[config.mk]
export PLATFORM = sky130hd
export DESIGN_NAME = div
export DESIGN_NICKNAME = d
export VERILOG_FILES = /design/src/rtl/div_pkg.sv /design/src/rtl/div_step.sv /design/src/rtl/div.sv
export SDC_FILE = /design/constraint.sdc
export NUM_CORES = 1
export LEC_CHECK = 0
export ABC_AREA = 1
export ABC_CLOCK_PERIOD_IN_PS = 1500
export CAP_MARGIN = 20
export CORE_MARGIN = 2
export CORE_UTILIZATION = 35
export CTS_CLUSTER_SIZE = 20
export DETAILED_ROUTE_END_ITERATION = 12
export HOLD_SLACK_MARGIN = 0.03
export PLACE_DENSITY = 0.66
export RECOVER_POWER = 100
export SYNTH_ARGS = -nofsm -noshare
export SYNTH_HDL_FRONTEND = slang
export SYNTH_SLANG_ARGS = --single-unit
[constraint.sdc]
create_clock -name clk -period 1.5 [get_ports clk]
set_input_delay 0.3 -clock clk [delete_from_list [all_inputs] [get_ports clk]]
set_output_delay 0.3 -clock clk [all_outputs]
set_load 0.01 [all_outputs]
[src/rtl/div_pkg.sv]
// Shared definitions for the sequential restoring divider: default widths,
// FSM state encoding and the iteration-counter width helper.
package div_pkg;

  localparam int unsigned WA_DEF = 8;
  localparam int unsigned WB_DEF = 4;

  typedef enum logic {
    IDLE = 1'b0,
    BUSY = 1'b1
  } state_e;

  // Counter must be able to represent 0..WA
  function automatic int unsigned cnt_width(input int unsigned wa);
    return $clog2(wa + 1);
  endfunction

  localparam int unsigned CNT_W_DEF = $clog2(WA_DEF + 1);

endpackage

[src/rtl/div_step.sv]
// One restoring division iteration: shift the next dividend bit into the
// partial remainder and subtract the divisor if it fits.
module div_step #(
  parameter int unsigned WB = 4
) (
  input  logic [WB:0]   rem_i,
  input  logic          qmsb_i,
  input  logic [WB-1:0] b_i,
  output logic [WB:0]   rem_o,
  output logic          qbit_o
);

  logic [WB:0]   shifted;
  logic [WB+1:0] trial;

  always_comb begin
    shifted = {rem_i[WB-1:0], qmsb_i};
    // Extra top bit acts as the borrow/sign of the trial subtraction
    trial   = {1'b0, shifted} - {2'b00, b_i};
    qbit_o  = ~trial[WB+1];
    rem_o   = qbit_o ? trial[WB:0] : shifted;
  end

endmodule

[src/rtl/div.sv]
// Sequential unsigned divider, one quotient bit per clock behind a
// start/busy handshake; q/r are registered and update only on completion.
module div
  import div_pkg::*;
#(
  parameter int unsigned WA = WA_DEF,
  parameter int unsigned WB = WB_DEF
) (
  input  logic          clk,
  input  logic          resetn,
  input  logic [WA-1:0] a,
  input  logic [WB-1:0] b,
  input  logic          start,
  output logic [WA-1:0] q,
  output logic [WB-1:0] r,
  output logic          busy
);

  localparam int unsigned CW = cnt_width(WA);
  localparam logic [CW-1:0] LAST = CW'(WA - 1);

  state_e        state_q, state_d;
  logic [CW-1:0] cnt_q, cnt_d;
  logic [WB:0]   rem_q, rem_d;
  logic [WA-1:0] quo_q, quo_d;
  logic [WB-1:0] dvs_q, dvs_d;
  logic [WA-1:0] q_q, q_d;
  logic [WB-1:0] r_q, r_d;

  logic [WB:0]   step_rem;
  logic          step_qbit;

  div_step #(
    .WB (WB)
  ) u_step (
    .rem_i  (rem_q),
    .qmsb_i (quo_q[WA-1]),
    .b_i    (dvs_q),
    .rem_o  (step_rem),
    .qbit_o (step_qbit)
  );

  always_comb begin
    state_d = state_q;
    cnt_d   = cnt_q;
    rem_d   = rem_q;
    quo_d   = quo_q;
    dvs_d   = dvs_q;
    q_d     = q_q;
    r_d     = r_q;
    unique case (state_q)
      IDLE: begin
        if (start) begin
          quo_d   = a;
          dvs_d   = b;
          rem_d   = '0;
          cnt_d   = '0;
          state_d = BUSY;
        end
      end
      BUSY: begin
        rem_d = step_rem;
        quo_d = {quo_q[WA-2:0], step_qbit};
        cnt_d = cnt_q + 1'b1;
        // Final step publishes the freshly computed values, not the stale regs
        if (cnt_q == LAST) begin
          q_d     = {quo_q[WA-2:0], step_qbit};
          r_d     = step_rem[WB-1:0];
          state_d = IDLE;
        end
      end
    endcase
  end

  always_ff @(posedge clk or negedge resetn) begin
    if (!resetn) begin
      state_q <= IDLE;
      cnt_q   <= '0;
      rem_q   <= '0;
      quo_q   <= '0;
      dvs_q   <= '0;
      q_q     <= '0;
      r_q     <= '0;
    end else begin
      state_q <= state_d;
      cnt_q   <= cnt_d;
      rem_q   <= rem_d;
      quo_q   <= quo_d;
      dvs_q   <= dvs_d;
      q_q     <= q_d;
      r_q     <= r_d;
    end
  end

  assign q    = q_q;
  assign r    = r_q;
  assign busy = (state_q == BUSY);

endmodule

Word level (Yosys, flattened, before mapping). Index checks and enable logic that the tools add are counted.

Register bits: 33. Input port bits: 15.

Bitwise operators: 2. Mux-type cells: 10. Reduce and logical (&&, ||, !) cells: 2. Add/subtract/negate cells: 2. Equal/unequal tests: 2.

Operators with widths (count): $pmux 4 s2 (2); $pmux 8 s2 (1); $mux 4 (3); $mux 8 (1); $sub 5x4->6 (1); $add 4x1->4 const B (1); $eq 4x3->1 const B (1); $reduce_and 2->1 (2); $mux 1 (2); $ne 2x2->1 const B (1); $not 1->1 (2); $pmux 1 s2 (1).

Logic depth before layout (Yosys ltp).
Word-level depth: 3. Mapped depth: 11.

Hierarchy. From an unflattened synthesis, not the netlist that was laid out.

Cell total of the unflattened synthesis: 210. Area total of the unflattened synthesis: 1702.9 um^2.

By module, submodules not included: div (times used 1, cells an instance 165, area an instance 1445.1 um^2); div_step (times used 1, cells an instance 45, area an instance 257.7 um^2).

Worst setup path before layout. No wires, ideal clock.

Path kind: flip-flop to flip-flop. From: register quo_q[7]. To: register r_q[2], in the netlist r[2]. Data arrival time: 1.316 ns. Path slack: 0.067 ns. Period minus slack after synthesis: 1.433 ns. Required time: 1.384 ns. Cell stages (with the launch flop): 10. Path through: dfrtp_1 > inv_1 > ha_1 > inv_1 > fa_1 > xor2_1 > nand2_1 > nand2_1 > nand2_1 > nand2_1.

Cells in the longest elaborated chain, start to end: 2.

RTL lines: start: declaration (RTL line div.sv:25) `logic [WA-1:0] quo_q, quo_d;`; start signal: assignment (RTL line div.sv:88) `quo_q <= quo_d;`; $sub 5x4->6 (RTL line div_step.sv:19) `trial = {1'b0, shifted} - {2'b00, b_i};`; $mux 4 (RTL line div_step.sv:21) `rem_o = qbit_o ? trial[WB:0] : shifted;`; end signal: assignment (RTL line div.sv:91) `r_q <= r_d;`; end: declaration (RTL line div.sv:28) `logic [WB-1:0] r_q, r_d;`.

Every way passes these cells. A chain may end at the register's enable or synchronous reset.

Final worst setup path.
From: register q_q[6], in the netlist q[6]. To: output q[6].

RTL lines: start: declaration (RTL line div.sv:27) `logic [WA-1:0] q_q, q_d;`; start signal: assignment (RTL line div.sv:90) `q_q <= q_d;`; end: declaration (RTL line div.sv:14) `output logic [WA-1:0] q,`.

No word-level cell between the ends.

==> impl_metrics.tcl <==
set metrics [dict create \
    finalSetupViolations 0 \
    finalWirelength_um 3077 \
    whs_path_depth 2 \
    drt_pass1_iterations 4 \
    synth_nets 181 \
    relSlewSlack 0.4690 \
    synth_area_leaders "dfrtp_1 54%, nand2_1 12%, inv_1 4.2%" \
    track_usage 0.1369 \
    synth_area_mm2 0.001530 \
    grt_pass1_vias 1160 \
    tritoncts.num_buffers 5 \
    reg2reg_depth 7 \
    synth_edf_count 0 \
    crit_chain "clkdlybuf4s50_1" \
    grt_pass1_wl_um 5292 \
    clkLatencyLatePin_ps 280 \
    p_leak_nw 0.9394 \
    p_clk_frac 0.140 \
    setup_ws_ps 42.19 \
    rows 24 \
    gp_congestion 0.8557 \
    peakVddDrop_v 0.0006889 \
    fillers 443 \
    core-area_mm2 0.004294 \
    io_pins 28 \
    die_h_um 70.12 \
    die-area_mm2 0.004917 \
    antenna_left 0 \
    seq_power_share 0.346 \
    hold_ws_ps 480.1 \
    synth_commonest_cells "50 x nand2_1, 33 x dfrtp_1, 17 x inv_1, 9 x nand3_1" \
    ys_warn_count 0 \
    crit_path_max_incr_delay_ps 540 \
    power_density_mw_per_mm2 2247 \
    fin_crit_ps 1458 \
    p_sw_w 0.001750 \
    synthFlopType "dfrtp_1" \
    critPathKind "flop to primary output" \
    ys_seq_elements 33 \
    ys_types 24 \
    max_clock_freq_mhz 686.0 \
    worst_slew_pin_slew_ps 796.5 \
    cap_violations 0 \
    htree_num_levels 2 \
    period_share 0.9719 \
    netlist_instances 160 \
    p_comb_frac 0.514 \
    avgSynthCellArea_um2 9.564 \
    clock-sinks 33 \
    die_w_um 70.12 \
    yosysTopAreaCellShare 0.5397 \
    async_flop_share 1.000 \
    critPathBufInv 1 \
    nNetsFinal 224 \
    dpl.hpwl_um 2178 \
    cp_num_cells 1 \
    synth.most_common_cell "nand2_1" \
    clk_path_buf_depth 2 \
    crit_fanout 2 \
    routed-via-count 1199 \
    start_kind "flop" \
    internal-power_w 0.002757 \
    endpoint_kind "primary output" \
    antenna_found_initial 0 \
    required_ps 1200 \
    preCtsSetupSlack_ps 19.19 \
    cts_tree "yes" \
    finalMaxSlewViolations 0 \
    status "completed" \
    yosysTopAreaCell "dfrtp_1" \
    finalHoldViolCount 0 \
    rsz0062_at_grt "true" \
    ys_seq_area_frac 0.5397 \
    antennaDiodeCount 0 \
    drtIter0Drc 113 \
    io_buffers 27 \
    syn2layout_area_growth_pct 31.07 \
    tns_ps 0 \
    initial_utilization 0.3564 \
    path_clk_slew_ps 60 \
    crit_slowest_cell "clkdlybuf4s50_1" \
    hp-class "flop to flop" \
    drcViolationCount 0 \
    avgViaCountPerCell 4.684 \
    gr-total-overflow 0 \
    critical_path_arrival_ps 1160 \
    finClkSkew_ps 4.719 \
    cp_top_family "buffers and inverters" \
    layout-drive-gt1-share 0.1863 \
    grt_max_degree 34 \
    swShare 0.3882 \
    cts_root_buffer "clkbuf_8" \
    wl_per_cell_um 12.02 \
]
metal layers:
metal / GRT usage / wire, µm / vias to the layer above
li1: - / - / 612
met1: 0.1888 / 1457 / 553
met2: 0.2021 / 1437 / 32
met3: 0.05195 / 171 / 2
met4: 0.03846 / 11 / 0
met5: 0 / 0 / -
cell type report:
| type | count | area, µm² | share of cell area |
|---|---|---|---|
| Sequential cell | 33 | 825.8 | 0.4117 |
| Timing Repair Buffer | 39 | 355.3 | 0.1772 |
| Clock buffer | 8 | 80.08 | 0.03993 |
| Inverter | 21 | 83.83 | 0.04180 |
| Multi-Input combinational cell | 103 | 595.6 | 0.2969 |
| Tap cell | 52 | 65.06 | 0.03244 |
cell families (layout without fill, tap and decap cells):
logic type	after synthesis	after routing	share of synthesized area
simple gates	70	70	0.1995
flops	33	33	0.5397
compound gates	26	26	0.1267
xor+xnor	1	1	0.005725
fa+ha+maj	6	6	0.05397
buf+inv	24	68	0.07441
through the flow:
| stage | cell area, µm² | instances | util | total power [W] |
|---|---|---|---|---|
| 6_report | 2006 | 256 | 0.4671 | 0.004507 |
| 3_3_place_gp | 1931 | 247 | 0.4496 | 0.003794 |
| 4_1_cts | 2011 | 255 | 0.4682 | 0.004487 |
| 2_1_floorplan | 1530 | 160 | - | 0.002980 |
| 3_5_place_dp | 1931 | 247 | 0.4496 | 0.003851 |
| 5_1_grt | 2006 | 256 | 0.4671 | 0.004952 |
final timing paths:
path / from / end / slack, ps
min in group asynchronous: resetn / cnt_q[3]$_DFFE_PN0P_ / 630
worst max-delay path: q[6]$_DFFE_PN0P_ / q[6] / 40
max in group asynchronous: resetn / q[5]$_DFFE_PN0P_ / 360
worst min register to register: q[3]$_DFFE_PN0P_ / q[3]$_DFFE_PN0P_ / 480
worst min-delay path: q[3]$_DFFE_PN0P_ / q[3]$_DFFE_PN0P_ / 480
worst max register to register: dvs_q[0]$_DFFE_PN0P_ / rem_q[1]$_DFFE_PN0P_ / 60
state kept, by name (all words and copies together) (netlist names):
signal and cells:
cnt_q 4, rem_q 4, quo_q 8, busy 1, dvs_q 4, r 4, q 8
power groups by stage:
| stage | Combinational (W) | Clock [W] | Sequential, W |
|---|---|---|---|
| final | 0.00232 | 0.000631 | 0.00156 |
| after global routing | 0.00265 | 0.000685 | 0.00161 |
| after CTS | 0.00229 | 0.000647 | 0.00155 |
| after detailed placement | 0.00229 | 0 | 0.00156 |
| after global placement | 0.00224 | 0 | 0.00156 |
| after floorplan | 0.00137 | 0 | 0.00161 |
cells in the final DEF, fill, tap and decap left out:
cell type / instances
nand2_1: 47
dfrtp_1: 33
clkdlybuf4s50_1: 19
inv_1: 14
o21ai_0: 10
buf_4: 9
nand3_1: 8
o221ai_1: 7
clkdlybuf4s25_1: 7
inv_2: 5
nor2_1: 5
nand2_2: 5
clkbuf_8: 5
o21ai_2: 4
ha_1: 4
clkbuf_1: 3
inv_4: 2
a31oi_1: 2
clkbuf_2: 2
nor3_2: 1
a22oi_1: 1
a22o_1: 1
nand3_2: 1
nor2_2: 1
xor2_1: 1
nand3b_1: 1
nand4_1: 1
o211ai_1: 1
fa_2: 1
ha_4: 1
dlygate4sd3_1: 1
clkbuf_4: 1
repair_timing:
action | CTS | global route
gates resized for setup | 0 | 18
endpoints found under the setup margin | 0 | 14
setup buffers | 0 | 1
hold buffers | 0 | 0
Note: power is estimated with default switching activity, not from simulation.
